[src/rtl/mac_vector_engine.sv]
// Dot-product engine: loadable data/coef RAMs and a paced multiply-accumulate sequence
// that leaves the full sum, a saturated copy and a clip flag on the output.
module mac_vector_engine #(
  parameter int DATA_W   = 8,
  parameter int DEPTH    = 16,
  parameter int ADDR_W   = $clog2(DEPTH),
  parameter int ACC_W    = 2*DATA_W+ADDR_W+1,
  parameter int PACE_DIV = 0,
  parameter int SIGNED   = 0
) (
  input  logic              clk,
  input  logic              rst,
  input  logic              wr_en,
  input  logic              wr_sel,
  input  logic [ADDR_W-1:0] wr_addr,
  input  logic [DATA_W-1:0] wr_data,
  input  logic [ADDR_W:0]   len,
  input  logic              start,
  output logic              busy,
  output logic              done,
  output logic [ACC_W-1:0]  result,
  output logic [DATA_W-1:0] result_sat,
  output logic              sat
);

  localparam int PACE_W = $clog2(PACE_DIV+2);
  localparam logic signed [ACC_W-1:0] SMAX = ACC_W'((1 << (DATA_W-1)) - 1);
  localparam logic signed [ACC_W-1:0] SMIN = -SMAX - 1;
  localparam logic [ACC_W-1:0]        UMAX = ACC_W'((1 << DATA_W) - 1);

  typedef enum logic [2:0] {S_IDLE, S_FETCH, S_MAC, S_WAIT, S_DONE} state_t;

  state_t              state;
  logic [DATA_W-1:0]   data_ram [DEPTH];
  logic [DATA_W-1:0]   coef_ram [DEPTH];
  logic [DATA_W-1:0]   data_p1, coef_p1;
  logic [ADDR_W-1:0]   idx;
  logic [ADDR_W:0]     len_q, len_c;
  logic [ACC_W-1:0]    acc, prod_ext, acc_nxt;
  logic [PACE_W-1:0]   pace_cnt;
  logic signed [2*DATA_W-1:0] prod_s;
  logic [2*DATA_W-1:0] prod_u;
  logic                idle_like, wr_ok, last;

  // Returns {clipped, value} for the DATA_W-wide readout.
  function automatic logic [DATA_W:0] saturate(input logic [ACC_W-1:0] v);
    logic signed [ACC_W-1:0] sv;
    sv = $signed(v);
    if (SIGNED != 0) begin
      if (sv > SMAX) return {1'b1, SMAX[DATA_W-1:0]};
      if (sv < SMIN) return {1'b1, SMIN[DATA_W-1:0]};
    end else if (v > UMAX) begin
      return {1'b1, UMAX[DATA_W-1:0]};
    end
    return {1'b0, v[DATA_W-1:0]};
  endfunction

  assign idle_like = (state == S_IDLE) || (state == S_DONE);
  assign wr_ok     = wr_en && idle_like;
  assign len_c     = (len > (ADDR_W+1)'(DEPTH)) ? (ADDR_W+1)'(DEPTH) : len;
  assign last      = ({1'b0, idx} == (len_q - 1'b1));

  // Stage p0 -> p1: synchronous RAM read at idx, valid in the MAC cycle
  always_ff @(posedge clk) begin
    if (wr_ok && !wr_sel) data_ram[wr_addr] <= wr_data;
    if (wr_ok &&  wr_sel) coef_ram[wr_addr] <= wr_data;
    data_p1 <= data_ram[idx];
    coef_p1 <= coef_ram[idx];
  end

  always_comb begin
    prod_s = $signed(data_p1) * $signed(coef_p1);
    prod_u = data_p1 * coef_p1;
    if (SIGNED != 0) prod_ext = ACC_W'(prod_s);
    else             prod_ext = ACC_W'(prod_u);
    acc_nxt = acc + prod_ext;
  end

  // Stage p1 -> acc: control FSM and accumulate
  always_ff @(posedge clk) begin
    if (rst) begin
      state      <= S_IDLE;
      busy       <= 1'b0;
      done       <= 1'b0;
      result     <= '0;
      result_sat <= '0;
      sat        <= 1'b0;
      acc        <= '0;
      idx        <= '0;
      len_q      <= '0;
      pace_cnt   <= '0;
    end else begin
      case (state)
        S_IDLE, S_DONE: begin
          if (start) begin
            acc   <= '0;
            idx   <= '0;
            len_q <= len_c;
            if (len_c == '0) begin
              state      <= S_DONE;
              done       <= 1'b1;
              result     <= '0;
              result_sat <= '0;
              sat        <= 1'b0;
            end else begin
              state <= S_FETCH;
              busy  <= 1'b1;
              done  <= 1'b0;
            end
          end
        end
        S_FETCH: state <= S_MAC;
        S_MAC: begin
          acc <= acc_nxt;
          idx <= idx + 1'b1;
          if (last) begin
            state              <= S_DONE;
            busy               <= 1'b0;
            done               <= 1'b1;
            result             <= acc_nxt;
            {sat, result_sat}  <= saturate(acc_nxt);
          end else if (PACE_DIV > 0) begin
            state    <= S_WAIT;
            pace_cnt <= PACE_W'(1);
          end else begin
            state <= S_FETCH;
          end
        end
        S_WAIT: begin
          if (pace_cnt == PACE_W'(PACE_DIV)) state <= S_FETCH;
          else                               pace_cnt <= pace_cnt + 1'b1;
        end
        default: state <= S_IDLE;
      endcase
    end
  end

endmodule
[config.mk]
export PLATFORM = sky130hd
export DESIGN_NAME = mac_vector_engine
export DESIGN_NICKNAME = d
export VERILOG_FILES = /design/src/rtl/mac_vector_engine.sv
export SDC_FILE = /design/constraint.sdc
export NUM_CORES = 1
export LEC_CHECK = 0
export CORE_MARGIN = 10
export CORE_UTILIZATION = 35
export DETAILED_ROUTE_END_ITERATION = 12
export SLEW_MARGIN = 0
export SYNTH_ARGS = -nofsm -noshare
export SYNTH_HDL_FRONTEND = slang
export SYNTH_SLANG_ARGS = --single-unit
[constraint.sdc]
create_clock -name clk -period 14.22 [get_ports clk]
set_input_delay 1.422 -clock clk [delete_from_list [all_inputs] [get_ports clk]]
set_output_delay 1.422 -clock clk [all_outputs]
set_load 0.02 [all_outputs]
* Yosys cells after proc, flatten, opt, wreduce, memory -nomap -nowiden
Memories as Yosys holds them, arrays and structs flattened. A register that Yosys moved wholly into a read port is not among the register bits.
Index checks and enable logic that the tools add are counted.
** Cells by class
- Add/sub/neg operators :: 4
- Multiply operators :: 1
- Magnitude comparators :: 2
- Reduce and logical (&&, ||, !) cells :: 15
- Multiplexer cells :: 41
- Equality and inequality tests :: 10
** Operators by type and width (number)
- $mux W21 :: 4
- $pmux W21 S2 :: 2
- $mux W8 :: 3
- $add A21 B16 Y21 :: 1
- $gt A21 B8 Y1 const B :: 1
- $mux W1 :: 18
- $mux W9 :: 2
- $mul A8 B8 Y16 :: 1
- $pmux W8 S2 :: 1
- $mux W3 :: 4
- $pmux W3 S4 :: 1
- $ne A2 B2 Y1 const B :: 5
- $pmux W4 S2 :: 1
- $reduce_and A4 Y1 :: 2
- $eq A3 B2 Y1 const B :: 2
- $pmux W1 S2 :: 3
- $reduce_and A2 Y1 :: 3
- $eq A4 B5 Y1 :: 1
- $gt A5 B5 Y1 const B :: 1
- $logic_not A5 Y1 :: 1
- $mux W5 :: 1
- $sub A5 B1 Y5 const B :: 1
- $add A4 B1 Y4 const B :: 1
- $mux W4 :: 1
- other kinds (10) :: 12
** Storage, ports and cells
- Memories kept :: 2
- Input port bits :: 22
- Register bits :: 66
- Word-level logic and storage cells :: 85
- Bits in writable memories :: 256
** Memories
- coef_ram :: words 16, width 8, read ports 1, clocked after memory_dff 1, write ports 1, RTL line 35 : logic [DATA_W-1:0] coef_ram [DEPTH];
- data_ram :: words 16, width 8, read ports 1, clocked after memory_dff 1, write ports 1, RTL line 34 : logic [DATA_W-1:0] data_ram [DEPTH];

* Longest topological paths before layout
- Word-level depth :: 10
- Gate-level depth with buffers :: 21
- Mapped depth without buffers :: 18

* Worst setup path before layout
OpenSTA, ideal clock, no wires.
- Kind :: reg2reg
- Start :: register coef_p1[1], read port of coef_ram
- End :: register result_sat[0]
- Stages on the path, launching flop included :: 20
- Arrival :: 4.793 ns
- Clock period less this slack :: 4.926 ns
- Library setup time :: 0.134 ns
- Buffers on the path :: 2
- Slack :: 9.294 ns
- Data required time :: 14.086 ns
- Cells stage by stage :: dfxtp_1 clkbuf_1 nand2_1 fa_1 inv_1 fa_1 fa_1 inv_1 fa_1 inv_1 ha_1 a2111oi_4 o21ai_2 a2111oi_0 o21bai_1 xor2_1 nor4_1 and4bb_1 buf_4 a211oi_1
** On the way
- Longest elaborated chain between the ends :: 10
** Ends and longest elaborated chain
- start: declaration :: RTL line 36 : logic [DATA_W-1:0] data_p1, coef_p1;
- $mul A8 B8 Y16 :: RTL line 73 : prod_u = data_p1 * coef_p1;
- $add A21 B16 Y21 :: RTL line 76 : acc_nxt = acc + prod_ext;
- $gt A21 B8 Y1 :: RTL line 52 : end else if (v > UMAX) begin
- $mux W1 :: RTL line 52
- $mux W1 :: RTL line 116 : if (last) begin
- $mux W1 :: RTL line 93 : case (state)
- $mux W1 :: RTL line 81 : if (rst) begin
- $mux W9 :: RTL line 55 : return {1'b0, v[DATA_W-1:0]};
- $mux W8 :: RTL line 116
- $pmux W8 S2 :: RTL line 93
- end signal: assignment :: RTL line 121 : {sat, result_sat} <= saturate(acc_nxt);
- end: declaration :: RTL line 22 : output logic [DATA_W-1:0] result_sat,
Every way passes these cells. The select of a mux whose other input is x is not followed.
A chain may end at the register's enable or synchronous reset.

* Worst setup path after layout
- Start :: register data_p1[0], read port of data_ram
- End :: register result_sat[3]
** On the way
- Longest elaborated chain between the ends :: 10
** Ends and longest elaborated chain (RTL line)
- start: declaration :: 36
- $mul A8 B8 Y16 * :: 73
- $add A21 B16 Y21 * :: 76
- $gt A21 B8 Y1 :: 52
- $mux W1 :: 52
- $mux W1 :: 116
- $mux W1 :: 93
- $mux W1 :: 81
- $mux W9 * :: 55
- $mux W8 * :: 116
- $pmux W8 S2 * :: 93
Every way passes the cells marked *; elsewhere a longest branch is shown, timed or not. The select of a mux whose other input is x is not followed.

==> results by group <==
Clock tree
  • Cts bufs inserted: 36
  • CTS tree: built
  • Buffer count from post-CTS setup fixing: 0
  • CTS-repair resized insts: 0
  • CTS root buffer: clkbuf_16
  • CTS Hold Bufs: 0
  • Clk slew on worst S/H paths: 0.06 ns
  • CTS max path bufs: 3
  • Htree depth: 2
  • Worst skew pair latency: 0.56 ns
  • CTS sink count: ~340

Place
  • Number of port buffers: between 50 and 60
  • Hpwl dp: 22.3 mm
  • Gp weighted congestion: 0.882

Floorplanning
  • Starting Density: 0.357
  • Row cnt: 76
  • Io pins: 54
  • Die Ht: roughly 230 um
  • Width of the die: 230 um
  • Die area: 53000 um^2
  • Core area: around 43000 um^2

Power and ir drop
  • VDD IR-drop max: 0.0921 mV
  • Total Power: 2.27 mW
  • Ratio of total power to cell area: between 100 and 150 nW/um^2
  • Leakage: around 6.1 nW

STA
  • Max Freq: 183 MHz
  • Setup Viol. Count Final: 0
  • Setup TNS: 0 ns
  • Clock skew: 0.0292 ns
  • RSZ-0062 raised after global routing: false
  • Hold Fails Final Rpt: 0
  • Worst slew pin tran: 1.23 ns
  • Relative slew slack: 0.178
  • Final period util: 0.385
  • Slew Viols, Final: 0
  • Fin crit period: 5.47 ns

Logic synthesis
  • Syn nets: 1180
  • Top_reg_cell synth: edfxtp_1
  • Mapped Avg Cell Area: 14.5 um^2
  • Syn Std Cell Area: 15500 um^2
  • Number of synthesized flops with an enable pin: 256
  • Most area-hungry cell type in the Yosys netlist: edfxtp_1
  • YS warnings: 0
  • Area fraction of the dominant cell type after synthesis: 0.497
  • Register area share after synthesis: 0.602
  • Synth area leaders: edfxtp_1 (50%), mux4_2 (12%), dfxtp_1 (10%)
  • Async set-reset flop share out of synthesis: 0
  • Synth cell types: between 50 and 60
  • #FFs+latches synth: 337
  • Mapped Cells: between 1000 and 1500

Min path
  • Hold WC Path Type: reg -> reg

Global route
  • Global-route wire length before repair: 52.8 mm
  • Total GRT Usage: 0.126
  • Largest net degree at the start of global routing: 67
  • Initial antenna violation count: 1
  • Grt ovf: 0
  • Vias in the first global route: between 9000 and 10000

Setup path
  • CP dominant cell by count: fa_1
  • Slowest CP cell: fa_1
  • WS Path Type: reg -> reg
  • Worst Path Buf+Inv: 3
  • Critical Path Max Stage Delay: 0.54 ns
  • Crit path max-delay family: adder cells
  • Arrival @ worst endpoint: roughly 5.9 ns
  • WP data required: 14.61 ns
  • CP Cell Sequence: nand2_1 -> fa_1 -> fa_1 -> inv_1 -> fa_1 -> inv_1 -> fa_1 -> inv_1 -> ha_1 -> a2111oi_4 -> o21ai_2 -> a2111oi_0 -> o21bai_1 -> xor2_1 -> nor4_1 -> and4bb_1 -> a211oi_1
  • Setup crit start kind: flop
  • Setup crit end kind: flop
  • Worst-path maximum fanout: 9

Layout
  • Leading cell type in the layout, fill and taps excluded: edfxtp_1
  • Layout cells sized above 1: 0.143
  • Filler cells: 4051
  • Antenna cell count: 0
  • Synth-to-layout area growth: 14.9%
  • Most frequent cells in the layout: edfxtp_1 (256), inv_1 (99), nor2_1 (84)
  • Post-layout net count: 1240

Drt
  • Drt via density: 5.00
  • Wire per inst: 19.1 um
  • Post-route DRC violation count: 0
  • Post-route ant nets: 0
  • Pre-antenna DRT Iters: 5
  • 1st-iter DRT viols: 547
  • Final WL: 33.1 mm
  • Via Count: between 8000 and 9000

Flow run
  • Maxcap violations: 0

Status
  • Status: finished clean
==> cell usage after synthesis, types with 8 or more instances <==
cell / instances
clkbuf_1: 36
edfxtp_1: 256
xor2_1: 9
inv_1: 99
dfxtp_1: 81
nor3_1: 16
and2_1: 32
a211oi_1: 11
ha_1: 43
nand3b_1: 8
fa_1: 50
a21oi_1: 59
mux4_2: 80
nor2_1: 84
nand2_1: 74
nand3_1: 17
a22oi_1: 23
xnor2_1: 13
==> state kept, by name (all words and copies together) (netlist names) <==
register / cells
done: 1
len_q: 5
result: 21
acc: 21
idx: 4
state: 3
busy: 1
coef_ram: 128
sat: 1
result_sat: 8
coef_p1: 8
data_p1: 8
data_ram: 128
==> cells by family after synthesis <==
| kind of cell | synth area share |
|---|---|
| DFF | 0.602 |
| and+or+nand+nor | 0.0745 |
| buffers and inverters | 0.0362 |
| AOI/OAI and AO/OA | 0.0569 |
| adders and majority gates | 0.0995 |
| muxes | 0.119 |
| xor gates and xnor gates | 0.0125 |
==> report_power, final <==
group          internal, mW  switching (mW)
Clock                 0.490           0.383
Combinational         0.126           0.194
Sequential             1.07         0.00844
Total                  1.68           0.585
==> through the flow <==
stage | instance area (um^2) | hold WS, ns | setup WS (ns) | util | instances
after floorplan | 15500 | 0.421 | 9.29 | - | 1065
after global placement | 16700 | 0.429 | 8.86 | 0.385 | 1672
after detailed placement | 16700 | 0.447 | 8.79 | 0.385 | 1672
after CTS | 17800 | 0.453 | 8.75 | 0.410 | 1736
after global routing | 17800 | 0.488 | 8.29 | 0.410 | 1736
final | 17800 | 0.454 | 8.75 | 0.410 | 1736
==> tightest hold or removal path: stages, from the launching register on <==
cell and delay [ns]:
dfxtp_1 0.31, nand2_1 0.05, a21oi_1 0.05
==> path summary, 6_finish.rpt <==
path	from	cells past startpoint	to	slack, ns
worst max-delay path	data_p1[0]$_DFF_P_	17	result_sat[3]$_SDFFE_PP0P_	8.75
worst max register to register	data_p1[0]$_DFF_P_	17	result_sat[3]$_SDFFE_PP0P_	8.75
worst min-delay path	result[19]$_SDFFE_PP0P_	2	result[19]$_SDFFE_PP0P_	0.45
worst min register to register	result[19]$_SDFFE_PP0P_	2	result[19]$_SDFFE_PP0P_	0.45
==> layout make-up <==
| type | instances | area (um^2) | area share |
|---|---|---|---|
| flip-flops and latches | 337 | 9320 | 0.524 |
| repair buffers | 69 | 646 | 0.0363 |
| clock inverters | 20 | 134 | 0.00753 |
| clock buffers | 44 | 972 | 0.0547 |
| multi-input cells | 582 | 5610 | 0.316 |
| well taps | 585 | 732 | 0.0412 |
| inverters | 99 | 372 | 0.0209 |
==> per-layer routing <==
metal  GRT usage  share of wire  up-vias
li1            -              -     4023
met1       0.171           0.46     4437
met2       0.202           0.48      171
met3      0.0249          0.043       48
met4      0.0370          0.021        0
met5           0              0        -
Power figures use the tool's default switching activity.
